`config.mk`:
```
export PLATFORM = sky130hd
export DESIGN_NAME = controle_ula_aoc
export DESIGN_NICKNAME = d
export VERILOG_FILES = /design/src/rtl/controle_ula_aoc.sv
export SDC_FILE = /design/constraint.sdc
export NUM_CORES = 1
export LEC_CHECK = 0
export ABC_CLOCK_PERIOD_IN_PS = 4600
export CORE_UTILIZATION = 35
export CTS_CLUSTER_SIZE = 24
export DETAILED_ROUTE_END_ITERATION = 16
export PLACE_DENSITY = 0.6
export REMOVE_ABC_BUFFERS = 1
export SYNTH_ARGS = -nofsm -noshare
export SYNTH_HDL_FRONTEND = slang
export SYNTH_SLANG_ARGS = --single-unit
export TNS_END_PERCENT = 50
```
`constraint.sdc`:
```
create_clock -name clock -period 4.6 [get_ports clock]
set_input_delay 0.46 -clock clock [delete_from_list [all_inputs] [get_ports clock]]
set_output_delay 0.46 -clock clock [all_outputs]
set_load 0.02 [all_outputs]
```
`src/rtl/controle_ula_aoc.sv`:
```
// Instruction controller driving an external ALU: four 8-bit registers, a program counter
// and a four-state fetch/decode/execute/writeback sequence (one instruction per four cycles).
module controle_ula_aoc (
  input  logic       clock,
  input  logic       reset,
  input  logic       instr_valid,
  input  logic [7:0] instr,
  output logic       instr_ready,
  output logic       ctrlULA,
  output logic [7:0] num2,
  output logic [7:0] num1,
  input  logic [7:0] resultado,
  input  logic       zero,
  output logic [7:0] pc,
  output logic       done,
  input  logic [1:0] dbg_sel,
  output logic [7:0] dbg_dado
);

  typedef enum logic [1:0] {
    OCIOSO     = 2'b00,
    DECODIFICA = 2'b01,
    EXECUTA    = 2'b10,
    ESCREVE    = 2'b11
  } estado_t;

  localparam logic [1:0] OP_ADD = 2'b00;
  localparam logic [1:0] OP_SUB = 2'b01;
  localparam logic [1:0] OP_BEQ = 2'b10;
  localparam logic [1:0] OP_LDI = 2'b11;

  estado_t    state_r;
  estado_t    state_s;
  logic [7:0] instr_r;
  logic [7:0] res_r;
  logic       zero_r;
  logic       ctrl_r;
  logic [7:0] num2_r;
  logic [7:0] num1_r;
  logic [7:0] pc_r;
  logic [7:0] regs_r [4];
  logic       instr_ready_s;
  logic       done_s;
  logic [1:0] opcode_s;
  logic [1:0] ra_s;
  logic [1:0] rb_s;
  logic [3:0] imm_s;

  // imm overlaps rb; only LDI interprets the low nibble as an immediate
  assign opcode_s = instr_r[7:6];
  assign ra_s     = instr_r[5:4];
  assign rb_s     = instr_r[3:2];
  assign imm_s    = instr_r[3:0];

  // State register
  always_ff @(posedge clock) begin
    if (reset) begin
      state_r <= OCIOSO;
    end else begin
      state_r <= state_s;
    end
  end

  // Next-state logic
  always_comb begin
    state_s = state_r;
    case (state_r)
      OCIOSO: begin
        if (instr_valid) begin
          state_s = DECODIFICA;
        end else begin
          state_s = OCIOSO;
        end
      end
      DECODIFICA: state_s = EXECUTA;
      EXECUTA:    state_s = ESCREVE;
      ESCREVE:    state_s = OCIOSO;
      default:    state_s = OCIOSO;
    endcase
  end

  // Handshake and retire strobes, both suppressed while reset is asserted
  always_comb begin
    instr_ready_s = 1'b0;
    done_s        = 1'b0;
    case (state_r)
      OCIOSO: begin
        if (reset) begin
          instr_ready_s = 1'b0;
        end else begin
          instr_ready_s = 1'b1;
        end
      end
      ESCREVE: begin
        if (reset) begin
          done_s = 1'b0;
        end else begin
          done_s = 1'b1;
        end
      end
      default: begin
        instr_ready_s = 1'b0;
        done_s        = 1'b0;
      end
    endcase
  end

  // Datapath: instruction latch, ALU operand load, result capture, writeback and pc
  always_ff @(posedge clock) begin
    if (reset) begin
      instr_r <= 8'h00;
      res_r   <= 8'h00;
      zero_r  <= 1'b0;
      ctrl_r  <= 1'b0;
      num2_r  <= 8'h00;
      num1_r  <= 8'h00;
      pc_r    <= 8'h00;
      for (int i = 0; i < 4; i++) begin
        regs_r[i] <= 8'h00;
      end
    end else begin
      case (state_r)
        OCIOSO: begin
          if (instr_valid) begin
            instr_r <= instr;
          end
        end
        DECODIFICA: begin
          case (opcode_s)
            OP_ADD: begin
              num2_r <= regs_r[ra_s];
              num1_r <= regs_r[rb_s];
              ctrl_r <= 1'b0;
            end
            OP_SUB, OP_BEQ: begin
              num2_r <= regs_r[ra_s];
              num1_r <= regs_r[rb_s];
              ctrl_r <= 1'b1;
            end
            OP_LDI: begin
              num2_r <= {4'b0000, imm_s};
              num1_r <= 8'h00;
              ctrl_r <= 1'b0;
            end
            default: begin
              num2_r <= 8'h00;
              num1_r <= 8'h00;
              ctrl_r <= 1'b0;
            end
          endcase
        end
        EXECUTA: begin
          res_r  <= resultado;
          zero_r <= zero;
        end
        ESCREVE: begin
          // The zero flag only steers the branch; arithmetic ops always step by one
          if (opcode_s == OP_BEQ) begin
            if (zero_r) begin
              pc_r <= pc_r + 8'd2;
            end else begin
              pc_r <= pc_r + 8'd1;
            end
          end else begin
            regs_r[ra_s] <= res_r;
            pc_r         <= pc_r + 8'd1;
          end
        end
        default: begin
          instr_r <= instr_r;
        end
      endcase
    end
  end

  assign instr_ready = instr_ready_s;
  assign done        = done_s;
  assign ctrlULA     = ctrl_r;
  assign num2        = num2_r;
  assign num1        = num1_r;
  assign pc          = pc_r;
  assign dbg_dado    = regs_r[dbg_sel];

endmodule

```
==> results of run 1 <==
-- area by class of cell --
class,instances,area [sq um],share of cell area [%]
Sequential cell,80,1920,41.5
Multi-Input combinational cell,217,1720,37.3
Timing Repair Buffer,58,571,12.3
Clock buffer,13,201,4.35
Tap cell,136,170,3.68
Clock inverter,3,18.8,0.406
Inverter,5,18.8,0.406
-- report_power, final --
group          switching, uW  internal [uW]
sequential              38.2            773
combinational            110            116
clock                    253            291
total                    401           1180
-- routing by layer --
layer	global-route usage (%)	vias up	wire length, microns
met1	19.3	1214	3600
met4	5.26	0	86
li1	-	1271	-
met3	3.71	7	317
met5	0	-	0
met2	23.3	55	3600
-- registers in the layout, summed over array words and instances, names as in the netlist, named ones only --
name and cells:
regs_r 32, ctrlULA 1, zero_r 1, pc 8
num1 8, instr_r 8, state_r 2, num2 8
res_r 8
-- final timing paths --
check | start | end | slack, ps | cells past startpoint
worst max-delay path | state_r[0] | done | 1720 | 3
worst min-delay path | instr_r[0] | instr_r[0] | 470 | 2
worst max register to register | state_r[0] | regs_r[2][6] | 2280 | 4
worst min register to register | instr_r[0] | instr_r[0] | 470 | 2
-- worst max-delay path, stage by stage (launching register included) --
cell and delay (ps):
dfxtp_1 360, ha_1 420, nor2b_1 570, clkdlybuf4s50_1 720
-- cell usage in the layout (no fill, tap or decap), types with 2 or more instances in the layout --
master,instances
or3_1,2
inv_1,5
or2_2,3
nor2_1,31
clkinv_2,2
mux2_2,10
dfxtp_1,48
nand2_1,16
clkbuf_16,2
nor2b_1,19
nor4_2,2
nand3_1,11
edfxtp_1,32
mux4_2,20
clkbuf_8,11
mux2i_1,10
a21o_1,2
buf_4,2
clkdlybuf4s50_1,55
a211oi_1,6
o21ai_0,3
a21oi_1,25
a222oi_1,4
and3_1,8
ha_1,9
and2_1,24
-- metrics by stage --
stage	worst slack [ps]	area, sq um
6_report	1720	4630
5_1_grt	1570	4630
4_1_cts	1700	4630
3_5_place_dp	1700	4410
3_3_place_gp	1730	4410
2_1_floorplan	2480	3660
-- cell families (layout without fill, tap and decap cells) --
group / after synthesis / after routing / share of synthesized area, %
simple gates: 120 / 120 / 16.9
flops: 80 / 80 / 51.0
compound gates: 47 / 47 / 8.03
mux: 40 / 40 / 17.6
buf+inv: 27 / 79 / 3.32
fa+ha+maj: 9 / 9 / 2.99
xor+xnor: 1 / 1 / 0.232
==> metrics, run 1 <==
initial antenna violation count 0; Post-Syn Area per Cell 11.6 sq um; Worst-Skew Late Latency 340 ps; area grow syn2layout 22.7%; Main synth FF type dfxtp_1; drt via density 4.97; IO Port Bufs 56; post-synthesis async set-or-reset flop share 0%; total power 1580 uW; Setup CP Type reg -> out; nets 402; wire per inst 14.8 microns; highest attainable clock frequency 348 MHz; Worst Path Arrival 2420 ps; clock buffer depth 2; Synth top area share 25.5%; row count 37; Fill cells 969; DIE WIDTH 106 microns; Final Critical Period 2880 ps; CP endpoint kind primary output; Leak 0.00169 uW; vias in the first global route 2479; # IOs 57; CTS buffer count 9; Worst-Margin Slew 854 ps; max-cap violation count 0; Initial DRC Count 88; WHS 470 ps; yosys synthesis warning count 0; final std cells w/o fill 512; vias 2547; TNS Setup 0 ps; number of routed nets with antenna violations 0; largest net degree at the start of global routing 54; utilization after layout 44.6%; kind of start point of the critical path flip-flop; Routed WL 7600 microns; Initial Util 36.4%; top post-synthesis cells by count 48 x dfxtp_1, 32 x edfxtp_1, 31 x nor2_1; Routability Congestion 0.832; total track usage 14.7%; Die H 106 microns; skew final 9.52 ps; Post-CTS Hold Buffers 0; clk sinks 80; core box area 10400 sq um; Setup Buffers After CTS 0; synth unique cells 38; DP HPWL 5580 microns; share of cells above drive strength 1 14.9%; VDD IR max 0.164 mV; CTS tree done; mapped cell area 3770 sq um; outcome complete, no violations; Seq/Total Area, Yosys 51.0%; most common cell in the netlist dfxtp_1; crit-path max FO 11; Max-slew headroom 42.9%; Final Slew Violations 0; CP Data Required Time 4140 ps; Seq cells post-synth 80; RSZ-0062 raised after global routing no; Hold Crit Class reg -> reg; pwr/cell area 342 nW/um^2; synthesized instance count 324; final hold vios 0; largest cells by area after synthesis dfxtp_1 25%, edfxtp_1 25%, mux4_2 12%, and2_1 4.0%, a21oi_1 3.3%; final setup vio count 0; gr ovfl total 0; Reg clk slew, reported paths 80 ps; EDFF count, synth 32; Die Area 11200 sq um; post-synth top area cell dfxtp_1; post-CTS resize count 0; DRC 0; Placed Cells 496; Detailed Routing Iterations Pass 1 4; Tcrit/Tclk final 62.5%; Root Buffer clkbuf_8; n_diodes 0; H-tree levels 3; first-pass GRT wire length 12600 microns
Note: power is estimated with default switching activity, not from simulation.
==> inputs of run 2 (changes only) <==
--- a/config.mk
+++ b/config.mk
@@ -5,11 +5,11 @@
 export SDC_FILE = /design/constraint.sdc
 export NUM_CORES = 1
 export LEC_CHECK = 0
-export ABC_CLOCK_PERIOD_IN_PS = 4600
+export ABC_CLOCK_PERIOD_IN_PS = 2600
 export CORE_UTILIZATION = 35
 export CTS_CLUSTER_SIZE = 24
 export DETAILED_ROUTE_END_ITERATION = 16
-export PLACE_DENSITY = 0.6
+export PLACE_DENSITY = 0.62
 export REMOVE_ABC_BUFFERS = 1
 export SYNTH_ARGS = -nofsm -noshare
 export SYNTH_HDL_FRONTEND = slang
==> constraint.sdc (replaced) <==
create_clock -name clock -period 2.6 [get_ports clock]
set_input_delay 0.26 -clock clock [delete_from_list [all_inputs] [get_ports clock]]
set_output_delay 0.26 -clock clock [all_outputs]
set_load 0.02 [all_outputs]
==> metrics, run 2 (same netlist as run 1, synthesis figures left out) <==
drt via density 5.01 (+0.74%); crit-path max FO 8 (-3); highest attainable clock frequency 442 MHz; area grow syn2layout 23.4%; skew final 13.7 ps (+4.14 ps); total track usage 15.2% (+0.59 points); clock buffer depth 2 (unchanged); share of cells above drive strength 1 16.2% (+1.3 points); Worst Path Arrival 2000 ps (-420 ps); Detailed Routing Iterations Pass 1 4 (unchanged); Placed Cells 502 (+1.2%); pre-CTS setup slack 323 ps (-1380 ps); RSZ-0062 raised after global routing no; Final Critical Period 2260 ps; Routability Congestion 0.808 (-2.9%); Post-CTS Hold Buffers 0 (unchanged); first-pass GRT wire length 13200 microns (+4.8%); pwr/cell area 596 nW/um^2 (+74%); Hold Crit Class in -> reg; Tcrit/Tclk final 87.1%; nets 408 (+1.5%); final setup vio count 0 (unchanged); outcome complete, no violations; row count 37 (unchanged); vias 2596 (+1.9%); reg-to-reg endpoint regs_r[2][0]; n_diodes 0 (unchanged); DIE WIDTH 106 microns (unchanged); Hold Path Stages 3 (+1); core box area 10400 sq um (unchanged); Worst-Margin Slew 874 ps (+19.9 ps); hold path endpoint pc[2]; max-cap violation count 0 (unchanged); CP Data Required Time 2340 ps (-1800 ps); WHS 375 ps (-95.1 ps); Setup CP Type in -> out; commonest non-fill, non-tap cells in the layout 55 x clkdlybuf4s50_1, 48 x dfxtp_1, 32 x edfxtp_1; kind of start point of the critical path primary input; H-tree levels 3 (unchanged); DP HPWL 5970 microns (+6.9%); final hold vios 0 (unchanged); Setup Buffers After CTS 0 (unchanged); Routed WL 7950 microns (+4.5%); Max-slew headroom 41.6% (-1.3 points); # IOs 57 (unchanged); Leak 0.00170 uW (+0.47%); initial antenna violation count 0 (unchanged); number of flip-flops in the largest register 32 (unchanged); post-CTS resize count 0 (unchanged); R2R cell count 4 (unchanged); Initial DRC Count 127 (+44%); vias in the first global route 2584 (+4.2%); Worst-Skew Late Latency 350 ps (about the same); DRC 0 (unchanged); worst setup margin 336 ps (-1390 ps); largest net degree at the start of global routing 32 (-41%); worst flop-to-flop path startpoint instr_r[7]; Final Slew Violations 0 (unchanged); Root Buffer clkbuf_8; number of routed nets with antenna violations 0 (unchanged); HP Start reset; TNS Setup 0 ps (unchanged); r2r setup slk 560 ps (-1720 ps); Die H 106 microns (unchanged); final std cells w/o fill 518 (+1.2%); CP endpoint kind primary output; CTS buffer count 9 (unchanged); Initial Util 36.4% (unchanged); VDD IR max 0.245 mV (+49%); Top reg by flops regs_r; CTS tree done; clk sinks 80 (unchanged); wire per inst 15.3 microns (+3.3%); gr ovfl total 0 (unchanged); most common cell after layout, fill and taps aside clkdlybuf4s50_1; Reg clk slew, reported paths 80 ps (about the same); Die Area 11200 sq um (unchanged); IO Port Bufs 56 (unchanged)
-- run 2: cell count changes in the layout (fill, tap and decap cells not counted) --
cell,previous run,this run
buf_4,2,8
clkinv_2,2,0
clkbuf_16,2,0
inv_6,0,2
clkinvlp_4,0,3
clkbuf_8,11,9
bufinv_16,0,1
-- run 2: layout make-up --
cell class | count | area, sq um
clock inverter | 7 | 78.8
inverter | 5 | 18.8
clock buffer | 9 | 124
tap | 136 | 170
multi-input combinational | 217 | 1720
sequential | 80 | 1920
timing repair buffer | 64 | 616
fill | 991 | 5720
-- run 2: critical path: stages --
cell and delay, ps:
clkdlybuf4s50_1 460, buf_4 200, mux4_2 530, clkdlybuf4s50_1 550
-- run 2: metrics by stage --
stage	util [%]	instance area [sq um]	power, uW
CTS	44.9	4650	2800
floorplan	-	3660	1690
finish	44.9	4650	2770
global route	44.9	4650	2900
detailed placement	42.9	4450	1880
global placement	42.9	4450	1870
-- run 2: worst max path at each step --
| stage | start | endpoint | slack (ps) | cells past startpoint |
|---|---|---|---|---|
| 3_5_place_dp | dbg_sel[0] | dbg_dado[6] | 320 | 4 |
| 5_1_grt | state_r[1] | instr_ready | 260 | 4 |
| 6_report | dbg_sel[0] | dbg_dado[6] | 340 | 4 |
| 4_1_cts | dbg_sel[0] | dbg_dado[6] | 320 | 4 |
| 3_3_place_gp | dbg_sel[0] | dbg_dado[0] | 350 | 4 |
| 2_1_floorplan | state_r[0] | regs_r[2][0] | 480 | 4 |
-- run 2: power by group --
part | internal, uW | switching (uW)
clock | 452 | 476
sequential | 1370 | 70.1
combinational | 209 | 199
total | 2030 | 745
-- run 2: metal layers --
| metal | GRT usage [%] | up-vias | share of wire [%] |
|---|---|---|---|
| met5 | 0 | - | 0 |
| met4 | 6.05 | 0 | 1.3 |
| met3 | 3.40 | 8 | 3.9 |
| met2 | 24.1 | 61 | 48 |
| met1 | 20.2 | 1246 | 47 |
| li1 | - | 1281 | - |
